$ cat config.mk
export PLATFORM = sky130hd
export DESIGN_NAME = bus4_rr_arbiter
export DESIGN_NICKNAME = d
export VERILOG_FILES = /design/src/rtl/bus4_rr_arbiter_pkg.sv /design/src/rtl/bus4_rr_arbiter_pick.sv /design/src/rtl/bus4_rr_arbiter.sv
export SDC_FILE = /design/constraint.sdc
export NUM_CORES = 1
export LEC_CHECK = 0
export ABC_AREA = 1
export CAP_MARGIN = 40
export CORE_UTILIZATION = 30
export DETAILED_ROUTE_END_ITERATION = 12
export SLEW_MARGIN = 5
export SYNTH_ARGS = -nofsm -noshare
export SYNTH_HDL_FRONTEND = slang
export SYNTH_SLANG_ARGS = --single-unit
$ cat constraint.sdc
create_clock -name clk -period 6.6 [get_ports clk]
set_input_delay 1.32 -clock clk [delete_from_list [all_inputs] [get_ports clk]]
set_output_delay 1.32 -clock clk [all_outputs]
set_load 0.02 [all_outputs]
$ cat src/rtl/bus4_rr_arbiter_pkg.sv
// -----------------------------------------------------------------------------
// bus4_rr_arbiter_pkg
// Shared definitions for the nibble-bus round-robin arbiter:
//   state_t   : arbiter FSM states (IDLE, GRANT, TURN)
//   BUS4_W    : width of the arbitrated tri-state bus (one nibble)
//   clog2     : ceiling log2 for parameter-derived widths
//   id_width  : owner-index width, never narrower than 1 bit
// Optional feature macro used by the top: BUS4_ARB_TIMEOUT_EN
// -----------------------------------------------------------------------------
package bus4_rr_arbiter_pkg;

  typedef enum logic [1:0] {
    ST_IDLE  = 2'd0,
    ST_GRANT = 2'd1,
    ST_TURN  = 2'd2
  } state_t;

  localparam int unsigned BUS4_W = 4;

  typedef logic [BUS4_W-1:0] nibble_t;

  function automatic int unsigned clog2(input int unsigned v);
    int unsigned r;
    r = 0;
    for (int unsigned i = 0; i < 32; i++) begin
      if ((64'd1 << i) < 64'(v)) r = i + 1;
    end
    return r;
  endfunction

  function automatic int unsigned id_width(input int unsigned n);
    return (n > 1) ? clog2(n) : 1;
  endfunction

endpackage

$ cat src/rtl/bus4_rr_arbiter_pick.sv
// -----------------------------------------------------------------------------
// bus4_rr_pick
// Combinational rotate-priority picker. Scans elig_i starting at ptr_i,
// then ptr_i+1 .. N-1, 0 .. ptr_i-1, and reports the first set index.
// Ports:
//   elig_i  in  N    eligible request mask
//   ptr_i   in  IDW  scan start index (always < N)
//   hit_o   out 1    at least one eligible request
//   idx_o   out IDW  first eligible index in rotated order (0 when no hit)
// -----------------------------------------------------------------------------
module bus4_rr_pick
  import bus4_rr_arbiter_pkg::*;
#(
  parameter int unsigned N   = 8,
  parameter int unsigned IDW = id_width(N)
) (
  input  logic [N-1:0]   elig_i,
  input  logic [IDW-1:0] ptr_i,
  output logic           hit_o,
  output logic [IDW-1:0] idx_o
);

  int unsigned j;

  always_comb begin
    hit_o = 1'b0;
    idx_o = '0;
    j     = 0;
    for (int unsigned i = 0; i < N; i++) begin
      j = (32'(ptr_i) + i) % N;
      if (!hit_o && elig_i[j]) begin
        hit_o = 1'b1;
        idx_o = IDW'(j);
      end
    end
  end

endmodule

$ cat src/rtl/bus4_rr_arbiter.sv
// -----------------------------------------------------------------------------
// bus4_rr_arbiter
// Round-robin arbiter driving the active-low output enables of N 74x244-style
// nibble buffers. At most one enable is low; every change of owner passes
// through a single all-off TURN cycle so two buffers never drive together.
// All outputs are registered (no req -> g_n combinational path).
// Ports:
//   clk      in   1    rising-edge clock
//   rst      in   1    asynchronous active-high reset
//   req      in   N    per-source request, held for the whole transfer
//   g_n      out  N    active-low one-hot bus enables (all 1 = bus floating)
//   gnt      out  N    active-high copy of the grant
//   gnt_id   out  IDW  current owner index, meaningful while busy=1
//   busy     out  1    high while in GRANT
//   timeout  out  1    one-cycle pulse in the TURN after a forced revoke
// Optional feature: define BUS4_ARB_TIMEOUT_EN to bound each ownership to
// TIMEOUT GRANT cycles; a revoked source stays blocked until its req drops.
// Without the macro ownership is unbounded and timeout is tied low.
// -----------------------------------------------------------------------------
module bus4_rr_arbiter
  import bus4_rr_arbiter_pkg::*;
#(
  parameter int unsigned N       = 8,
  parameter int unsigned TIMEOUT = 16
) (
  input  logic                   clk,
  input  logic                   rst,
  input  logic [N-1:0]           req,
  output logic [N-1:0]           g_n,
  output logic [N-1:0]           gnt,
  output logic [id_width(N)-1:0] gnt_id,
  output logic                   busy,
  output logic                   timeout
);

  localparam int unsigned IDW = id_width(N);

  if (N < 1 || N > 16) begin : g_bad_n
    $error("bus4_rr_arbiter: N must be 1..16");
  end
  if (TIMEOUT < 2) begin : g_bad_timeout
    $error("bus4_rr_arbiter: TIMEOUT must be >= 2");
  end

  state_t         state_q, state_d;
  logic [IDW-1:0] owner_q, owner_d;
  logic [IDW-1:0] ptr_q,   ptr_d;
  logic [N-1:0]   g_n_q,   g_n_d;
  logic [N-1:0]   gnt_q,   gnt_d;
  logic           busy_q,  busy_d;

  logic [N-1:0]   elig;
  logic           pick_hit;
  logic [IDW-1:0] pick_idx;

  function automatic logic [IDW-1:0] ptr_after(input logic [IDW-1:0] id);
    if (32'(id) == N - 1) return '0;
    return id + 1'b1;
  endfunction

`ifdef BUS4_ARB_TIMEOUT_EN
  localparam int unsigned CW = clog2(TIMEOUT);

  logic [CW-1:0] cnt_q,     cnt_d;
  logic [N-1:0]  blocked_q, blocked_d;
  logic          timeout_q, timeout_d;

  assign elig    = req & ~blocked_q;
  assign timeout = timeout_q;
`else
  assign elig    = req;
  assign timeout = 1'b0;
`endif

  bus4_rr_pick #(
    .N   (N),
    .IDW (IDW)
  ) u_pick (
    .elig_i (elig),
    .ptr_i  (ptr_q),
    .hit_o  (pick_hit),
    .idx_o  (pick_idx)
  );

  always_comb begin
    state_d = state_q;
    owner_d = owner_q;
    ptr_d   = ptr_q;
`ifdef BUS4_ARB_TIMEOUT_EN
    cnt_d     = cnt_q;
    timeout_d = 1'b0;
    blocked_d = blocked_q & req;  // any cycle with req low releases the block
`endif

    unique case (state_q)
      ST_IDLE, ST_TURN: begin
        if (pick_hit) begin
          state_d = ST_GRANT;
          owner_d = pick_idx;
          ptr_d   = ptr_after(pick_idx);
`ifdef BUS4_ARB_TIMEOUT_EN
          cnt_d   = '0;
`endif
        end else begin
          state_d = ST_IDLE;
        end
      end
      ST_GRANT: begin
        if (!req[owner_q]) begin
          state_d = ST_TURN;
`ifdef BUS4_ARB_TIMEOUT_EN
        end else if (cnt_q == CW'(TIMEOUT - 1)) begin
          // TIMEOUT-th consecutive GRANT cycle: revoke and block the owner
          state_d            = ST_TURN;
          timeout_d          = 1'b1;
          blocked_d[owner_q] = 1'b1;
        end else begin
          cnt_d = cnt_q + 1'b1;
`endif
        end
      end
      default: state_d = ST_IDLE;
    endcase

    // Outputs are decoded from the next state so they register alongside it.
    g_n_d = '1;
    if (state_d == ST_GRANT) g_n_d[owner_d] = 1'b0;
    gnt_d  = ~g_n_d;
    busy_d = (state_d == ST_GRANT);
  end

  always_ff @(posedge clk or posedge rst) begin
    if (rst) begin
      state_q <= ST_IDLE;
      owner_q <= '0;
      ptr_q   <= '0;
      g_n_q   <= '1;
      gnt_q   <= '0;
      busy_q  <= 1'b0;
    end else begin
      state_q <= state_d;
      owner_q <= owner_d;
      ptr_q   <= ptr_d;
      g_n_q   <= g_n_d;
      gnt_q   <= gnt_d;
      busy_q  <= busy_d;
    end
  end

`ifdef BUS4_ARB_TIMEOUT_EN
  always_ff @(posedge clk or posedge rst) begin
    if (rst) begin
      cnt_q     <= '0;
      blocked_q <= '0;
      timeout_q <= 1'b0;
    end else begin
      cnt_q     <= cnt_d;
      blocked_q <= blocked_d;
      timeout_q <= timeout_d;
    end
  end
`endif

  assign g_n    = g_n_q;
  assign gnt    = gnt_q;
  assign gnt_id = owner_q;
  assign busy   = busy_q;

endmodule
* Yosys cells after proc, flatten, opt, wreduce, memory -nomap -nowiden
Index checks and enable logic that the tools add are counted.
** Operators by class
- Add/sub/neg operators :: 8
- Reductions and logical operators :: 18
- Bitwise operators :: 2
- Order comparisons :: 11
- Multiplexer cells :: 47
- Equal/unequal tests :: 4
** Operators with widths (count)
- $lt A3 B4 Y1 const B :: 10
- $mux W3 :: 12
- $bmux W1 S3 :: 9
- $mux W1 :: 22
- $not A8 Y8 :: 2
- $add A3 B3 Y3 const B :: 4
- $logic_and A1 B1 Y1 :: 8
- $mux W8 :: 1
- $logic_not A1 Y1 :: 7
- $add A3 B1 Y3 const B :: 2
- $add A3 B2 Y3 const B :: 2
- $eq A2 B1 Y1 const B :: 2
- $pmux W2 S2 :: 1
- $demux W1 S3 :: 1
- $eq A3 B3 Y1 const B :: 1
- $ge A3 B1 Y1 const B :: 1
- $eq A2 B2 Y1 const B :: 1
- $logic_not A2 Y1 :: 1
- $mux W2 :: 1
- $reduce_and A2 Y1 :: 1
- $reduce_or A2 Y1 :: 1
** Word-level totals
- Input bits :: 10
- Register bits :: 25

* Depth between registers and ports, before layout
Gate-level depths: netlist of run 1.
- Word-level depth :: 33
- Depth in mapped cells :: 21
- Gate-level depth less buffers :: 18

* By module
A second synthesis of run 1 with hierarchy kept.
** Second synthesis, totals
- Cell total of the unflattened synthesis :: 250
- Area total of the unflattened synthesis :: 1966.9 sq um
** By module, submodules not included
- bus4_rr_arbiter :: cells each 115, sequential area each 635.6 sq um, instances 1, area an instance 1067.3 sq um
- bus4_rr_pick :: cells each 135, sequential area each 0.0 sq um, instances 1, area an instance 899.6 sq um

* Least setup slack after synthesis of run 1
OpenSTA, ideal clock, no wires.
- Path type :: input-to-reg
- Start :: in req[7]
- End :: reg ptr_q[2]
- Slack :: 3.691 ns
- Arrival :: 2.782 ns
- Data required time :: 6.473 ns
- Stages on the path :: 13
- Cell sequence :: nand2_1 > nand3_1 > nand3_2 > nand2_4 > nor2_8 > nand4_4 > nor2_4 > nand3_1 > nand3_2 > nand2_1 > ha_1 > o21ai_0 > mux2i_1
** Between the ends
- Word-level cells in the longest chain between the ends :: 29
** RTL lines
- start, declared :: line bus4_rr_arbiter.sv:28 : input logic [N-1:0] req,
- $bmux W1 S3 :: line bus4_rr_arbiter_pick.sv:31 : if (!hit_o && elig_i[j]) begin
- $mux W1 (not written as such) :: line bus4_rr_arbiter_pick.sv:31
- $mux W1 :: line bus4_rr_arbiter_pick.sv:31
- $logic_not A1 Y1 :: line bus4_rr_arbiter_pick.sv:31
- $logic_and A1 B1 Y1 :: line bus4_rr_arbiter_pick.sv:31
- $mux W1 :: line bus4_rr_arbiter_pick.sv:31
- $logic_not A1 Y1 :: line bus4_rr_arbiter_pick.sv:31
- $logic_and A1 B1 Y1 :: line bus4_rr_arbiter_pick.sv:31
- [13 not listed]
- $logic_not A1 Y1 :: line bus4_rr_arbiter_pick.sv:31
- $logic_and A1 B1 Y1 :: line bus4_rr_arbiter_pick.sv:31
- $mux W3 :: line bus4_rr_arbiter_pick.sv:31
- $eq A3 B3 Y1 :: line bus4_rr_arbiter.sv:57 : if (32'(id) == N - 1) return '0;
- $mux W1 :: line bus4_rr_arbiter.sv:57
- $mux W1 :: line bus4_rr_arbiter.sv:97 : if (pick_hit) begin
- $mux W1 :: line bus4_rr_arbiter.sv:95 : unique case (state_q)
- $mux W3 :: line bus4_rr_arbiter.sv:58 : return id + 1'b1;
- end signal, assigned :: line bus4_rr_arbiter.sv:143 : ptr_q <= ptr_d;
- end, declared :: line bus4_rr_arbiter.sv:47 : logic [IDW-1:0] ptr_q, ptr_d;
Several ways; a longest one is shown, not always the timed one. The select of a mux whose other input is x is not followed.
A chain may end at the register's enable or synchronous reset.

* Worst setup path after layout of run 1
- Start :: reg ptr_q[1]
- End :: reg ptr_q[2]
** Between the ends
- Word-level cells in the longest chain between the ends :: 29
** RTL lines
- branches (longest 29 deep; another with $add A3 B1 Y3)
Several ways; the timed one is not identified. The select of a mux whose other input is x is not followed.

==> impl_metrics.json, run 1 <==
{
  "status": "finished, final reports clean",
  "holdPathStages": 1,
  "io_pins": 31,
  "crit_top_cell": "nand3_1",
  "critical_path_class": "reg2reg",
  "crit_fanout": 10,
  "first_pass_iters": 4,
  "first_global_vias": 1600,
  "wl_per_cell_um": 12.07,
  "antenna_found_initial": 0,
  "r2r_end": "ptr_q[2]",
  "critPathTopFamily": "simple AND/OR/NAND/NOR gates",
  "required_ns": 6.75,
  "synth_top_area_frac": 0.2258,
  "timing.setup.tns_ns": 0,
  "reg2reg_from": "ptr_q[1]",
  "synth_top_cell_by_area": "dfrtp_1",
  "n_antenna_cell": 0,
  "start_util": 0.3145,
  "final_nets": 296,
  "finalHoldViolations": 0,
  "netlist_area_um2": 1884,
  "insertion_delay_ns": 0.26,
  "nFillCells": 625,
  "ys_types": 35,
  "area_delta_synth_final_pct": 21.05,
  "synth_common_cells": "nand2_1, nor2_1, nand3_1, inv_1, dfrtp_1",
  "grt_pass1_wl_mm": 7.403,
  "cts_tree": "built",
  "synth_area_per_cell_um2": 7.419,
  "crit_chain": "clkinv_1 > ha_1 > inv_2 > nand3_1 > nand2_1 > nand2_1 > nand2_1 > inv_1 > nor2_1 > nand3_1 > nand3_1 > nor2_1 > nand3_1 > ha_1 > o21ai_0 > mux2i_1",
  "reg2reg_slack_ns": 3.11,
  "cts_resized": 0,
  "yosys-top-cells-area": "dfrtp_1, nand2_1, dfstp_2",
  "ys_ff_latch": 25,
  "hold_start": "state_q[1]",
  "cts.sinks": 25,
  "drive_gt1_frac": 0.2128,
  "cts_setup_buffers": 0,
  "drv_slew": 0,
  "rows": 28,
  "cp-start-kind": "flip-flop",
  "syn-num-nets": 267,
  "synth_cells": 254,
  "finalSetupViolCount": 0,
  "ff2ff_path_depth": 16,
  "gp_congestion": 0.8054,
  "htreeDepth": 1,
  "period_minus_slack_ns": 3.493,
  "viasPerCell": 4.644,
  "worstHoldEndpoint": "state_q[1]",
  "finalCritPeriodShare": 0.5292,
  "drc": 0,
  "critPathBufInv": 3,
  "dr_total_vias": 1658,
  "die-area_um2": 6602,
  "finalWirelength_mm": 4.309,
  "max-cap-violations": 0,
  "hold_buffers": 0,
  "grt_start_max_net_pins": 16,
  "synth_flop_cell": "dfrtp_1",
  "synth_edf_count": 0,
  "final_core_util": 0.3807,
  "die_x_um": 81.25,
  "arrival_ns": 3.64,
  "path_clk_slew_ns": 0.08,
  "crit_path_end_kind": "flip-flop",
  "slowest_delay_ns": 0.66,
  "max_freq_mhz": 286.3,
  "dp_hpwl_mm": 3.521,
  "clk_path_buf_depth": 2,
  "async_flop_share": 1.000,
  "cts_root_buf": "clkbuf_8",
  "ant_nets": 0,
  "cts-buffers-inserted": 3,
  "skew_ns": 0.003837,
  "drt_iter0_drc": 36,
  "ys_seq_area_frac": 0.3373,
  "worstHoldPathType": "reg2reg",
  "core_area_um2": 5991,
  "grt-ovfl-total": 0,
  "rsz0062_at_grt": "false",
  "grtUsageTotal": 0.1445,
  "io_buffers": 29,
  "cpMaxStageDelayCell": "ha_1",
  "fp.dieH_um": 81.25,
  "yosysMostFrequentCell": "nand2_1",
  "yosysWarnings": 0
}
flip-flops by register name, indices dropped and copies added, names as in the netlist:
register  cells
g_n           8
gnt_id        3
gnt           8
busy          1
state_q       2
ptr_q         3
per-layer routing:
metal / vias to the layer above / routed length [um] / track usage
met2: 20 / 1993 / 0.2328
met5: - / 0 / 0
met4: 0 / 46 / 0.03571
met1: 764 / 2160 / 0.2033
li1: 870 / - / -
met3: 4 / 108 / 0.01798
placed cells by master, fill, tap and decap left out, types with 2 or more instances in the layout:
cell	synthesis	routed
dfstp_2	8	8
nand2_2	16	16
nand3_4	2	2
ha_1	3	3
nor2_1	33	33
inv_2	6	6
o21ai_0	7	7
nand3_2	13	13
xnor2_1	2	2
nor3_1	2	2
dfrtp_1	17	17
o22ai_1	2	2
clkdlybuf4s50_1	0	29
xor2_1	2	2
nand2_1	69	69
a21oi_1	2	2
clkbuf_8	0	3
nand2_4	3	3
nand3_1	25	25
inv_1	19	19
nand4_1	4	4
how the worst max path moves through the flow:
| stage | end | depth (start not counted) | start | slack, ns |
|---|---|---|---|---|
| 4_1_cts | ptr_q[2] | 15 | ptr_q[1] | 3.12 |
| 6_report | ptr_q[2] | 16 | ptr_q[1] | 3.11 |
| 2_1_floorplan | ptr_q[2] | 13 | req[7] | 3.69 |
| 3_5_place_dp | ptr_q[2] | 14 | req[7] | 2.97 |
| 5_1_grt | ptr_q[2] | 17 | ptr_q[1] | 2.78 |
| 3_3_place_gp | ptr_q[2] | 15 | req[7] | 3.01 |
logic make-up after synthesis:
logic type	after synthesis	synth area share
compound gates	15	0.04980
mux	2	0.01129
other cells	1	0.001990
xor+xnor	4	0.01860
buf+inv	33	0.08034
flops	25	0.3373
simple gates	171	0.4807
fa+ha+maj	3	0.01992
per-stage QoR:
step / instances / worst slack (ns) / hold slack (ns) / instance area (um^2)
finish: 357 / 3.107 / 0.4349 / 2281
global route: 357 / 2.776 / 0.4542 / 2281
CTS: 357 / 3.115 / 0.4432 / 2281
detailed placement: 353 / 2.974 / 0.4319 / 2236
global placement: 352 / 3.012 / 0.4273 / 2221
floorplan: 254 / 3.691 / 0.4093 / 1884
cell type report:
type | count | area (um^2) | area share
clock buffer | 4 | 45.04 | 0.01975
timing repair buffer | 30 | 305.3 | 0.1338
tap | 75 | 93.84 | 0.04114
inverter | 27 | 103.9 | 0.04553
sequential | 25 | 635.6 | 0.2787
multi-input combinational | 196 | 1097 | 0.4811
Power of run 1 is left out: the tool's default activity adds up to more than one toggle a clock period on the data nets, which glitch-free logic cannot reach.
==> run 2, diff against run 1 <==
==> constraint.sdc (replaced) <==
create_clock -name clk -period 3.41 [get_ports clk]
set_input_delay 0.682 -clock clk [delete_from_list [all_inputs] [get_ports clk]]
set_output_delay 0.682 -clock clk [all_outputs]
set_load 0.02 [all_outputs]
==> impl_metrics.json, run 2 (synthesis gave the netlist of run 1 again) <==
{
  "first_pass_iters": 4,
  "crit_chain": "clkinv_1 > ha_1 > inv_2 > nand3_2 > nand3_2 > nand2_2 > nor2_8 > nand4_4 > nor2_4 > nand3_1 > nand3_2 > nand2_1 > ha_1 > o21ai_0 > mux2i_1",
  "status": "finished, final reports clean",
  "required_ns": 3.56,
  "final_nets": 298,
  "die_x_um": 81.25,
  "path_clk_slew_ns": 0.09,
  "slowest_delay_ns": 0.58,
  "finalWirelength_mm": 4.359,
  "most-common-layout-cells": "nand2_1, nor2_1, clkdlybuf4s50_1",
  "dp_hpwl_mm": 3.561,
  "viasPerCell": 4.688,
  "cts_setup_buffers": 0,
  "finalCritPeriodShare": 0.8977,
  "clk_path_buf_depth": 2,
  "antenna_found_initial": 0,
  "ant_nets": 0,
  "cts_resized": 0,
  "htreeDepth": 1,
  "area_delta_synth_final_pct": 22.71,
  "core_area_um2": 5991,
  "finalSetupViolCount": 0,
  "fp.dieH_um": 81.25,
  "die-area_um2": 6602,
  "grt-ovfl-total": 0,
  "drt_iter0_drc": 116,
  "critPathTopFamily": "simple AND/OR/NAND/NOR gates",
  "layout_commonest_cell": "nand2_1",
  "crit_path_end_kind": "flip-flop",
  "placed_cell_area_um2": 2263,
  "critical_path_class": "reg2reg",
  "grt_pass1_wl_mm": 7.590,
  "insertion_delay_ns": 0.27,
  "finalHoldViolations": 0,
  "cts-buffers-inserted": 3,
  "cts_tree": "built",
  "wl_per_cell_um": 12.14,
  "grt_start_max_net_pins": 22,
  "cts_root_buf": "clkbuf_8",
  "holdWs_ns": 0.4476,
  "cts.sinks": 25,
  "timing.setup.tns_ns": 0,
  "n_antenna_cell": 0,
  "final_core_util": 0.3860,
  "drv_slew": 0,
  "hold_buffers": 0,
  "period_minus_slack_ns": 3.061,
  "crit_top_cell": "nand3_2",
  "crit_fanout": 10,
  "drive_gt1_frac": 0.2218,
  "cp-start-kind": "flip-flop",
  "max-cap-violations": 0,
  "rows": 28,
  "worstHoldPathType": "reg2reg",
  "max_freq_mhz": 326.7,
  "start_util": 0.3145,
  "grtUsageTotal": 0.1497,
  "critPathBufInv": 2,
  "drc": 0,
  "fin_area_um2": 2312,
  "io_buffers": 29,
  "io_pins": 31,
  "nFillCells": 619,
  "first_global_vias": 1603,
  "skew_ns": 0.004164,
  "cpMaxStageDelayCell": "dfrtp_1",
  "rsz0062_at_grt": "false",
  "dr_total_vias": 1683,
  "arrival_ns": 3.21,
  "gp_congestion": 0.8879
}
run 2: path summary, 6_finish.rpt:
path | start | endpoint | slack, ns | depth (start not counted)
max | ptr_q[1] | ptr_q[2] | 0.35 | 15
min | state_q[1] | state_q[1] | 0.45 | 1
max reg2reg | ptr_q[1] | ptr_q[2] | 0.35 | 15
min reg2reg | state_q[1] | state_q[1] | 0.45 | 1
max in group asynchronous | rst | g_n[4] | 2.31 | 3
min in group asynchronous | rst | state_q[1] | 0.64 | 2
run 2: worst reg2reg max path, stage by stage (launching register included):
cell,delay [ns]
dfrtp_1,0.58
clkinv_1,0.15
ha_1,0.44
inv_2,0.21
nand3_2,0.16
nand3_2,0.11
nand2_2,0.10
nor2_8,0.15
nand4_4,0.11
nor2_4,0.16
nand3_1,0.12
nand3_2,0.13
nand2_1,0.07
ha_1,0.20
o21ai_0,0.16
mux2i_1,0.09
run 2: final cells by class:
type / instances / area (um^2) / area share
multi-input combinational: 196 / 1097 / 0.4746
sequential: 25 / 635.6 / 0.2749
timing repair buffer: 32 / 332.8 / 0.1439
inverter: 27 / 103.9 / 0.04491
tap: 75 / 93.84 / 0.04058
clock buffer: 3 / 41.29 / 0.01786
clock inverter: 1 / 7.507 / 0.003247
run 2: layer usage:
layer | vias up | routed length (um) | track usage
met5 | - | 0 | 0
met3 | 6 | 146 | 0.02247
met1 | 767 | 2039 | 0.2041
li1 | 877 | - | -
met4 | 0 | 87 | 0.05536
met2 | 33 | 2087 | 0.2378
run 2: metrics by stage:
step | setup WS [ns] | instances
after global placement | 0.3785 | 354
after global routing | 0.03735 | 359
after detailed placement | 0.3613 | 355
after floorplan | 0.6155 | 254
final | 0.3489 | 359
after CTS | 0.3464 | 359
Power of run 2 is left out for the same reason.
==> run 3, diff against run 2 <==
--- a/config.mk
+++ b/config.mk
@@ -9,6 +9,7 @@
 export CAP_MARGIN = 40
 export CORE_UTILIZATION = 30
 export DETAILED_ROUTE_END_ITERATION = 12
+export SKIP_LAST_GASP = 1
 export SLEW_MARGIN = 5
 export SYNTH_ARGS = -nofsm -noshare
 export SYNTH_HDL_FRONTEND = slang
==> results of run 3 <==
Same layout as run 2: the final DEF is identical, and so are final timing and power.
Power of run 3 is left out for the same reason.
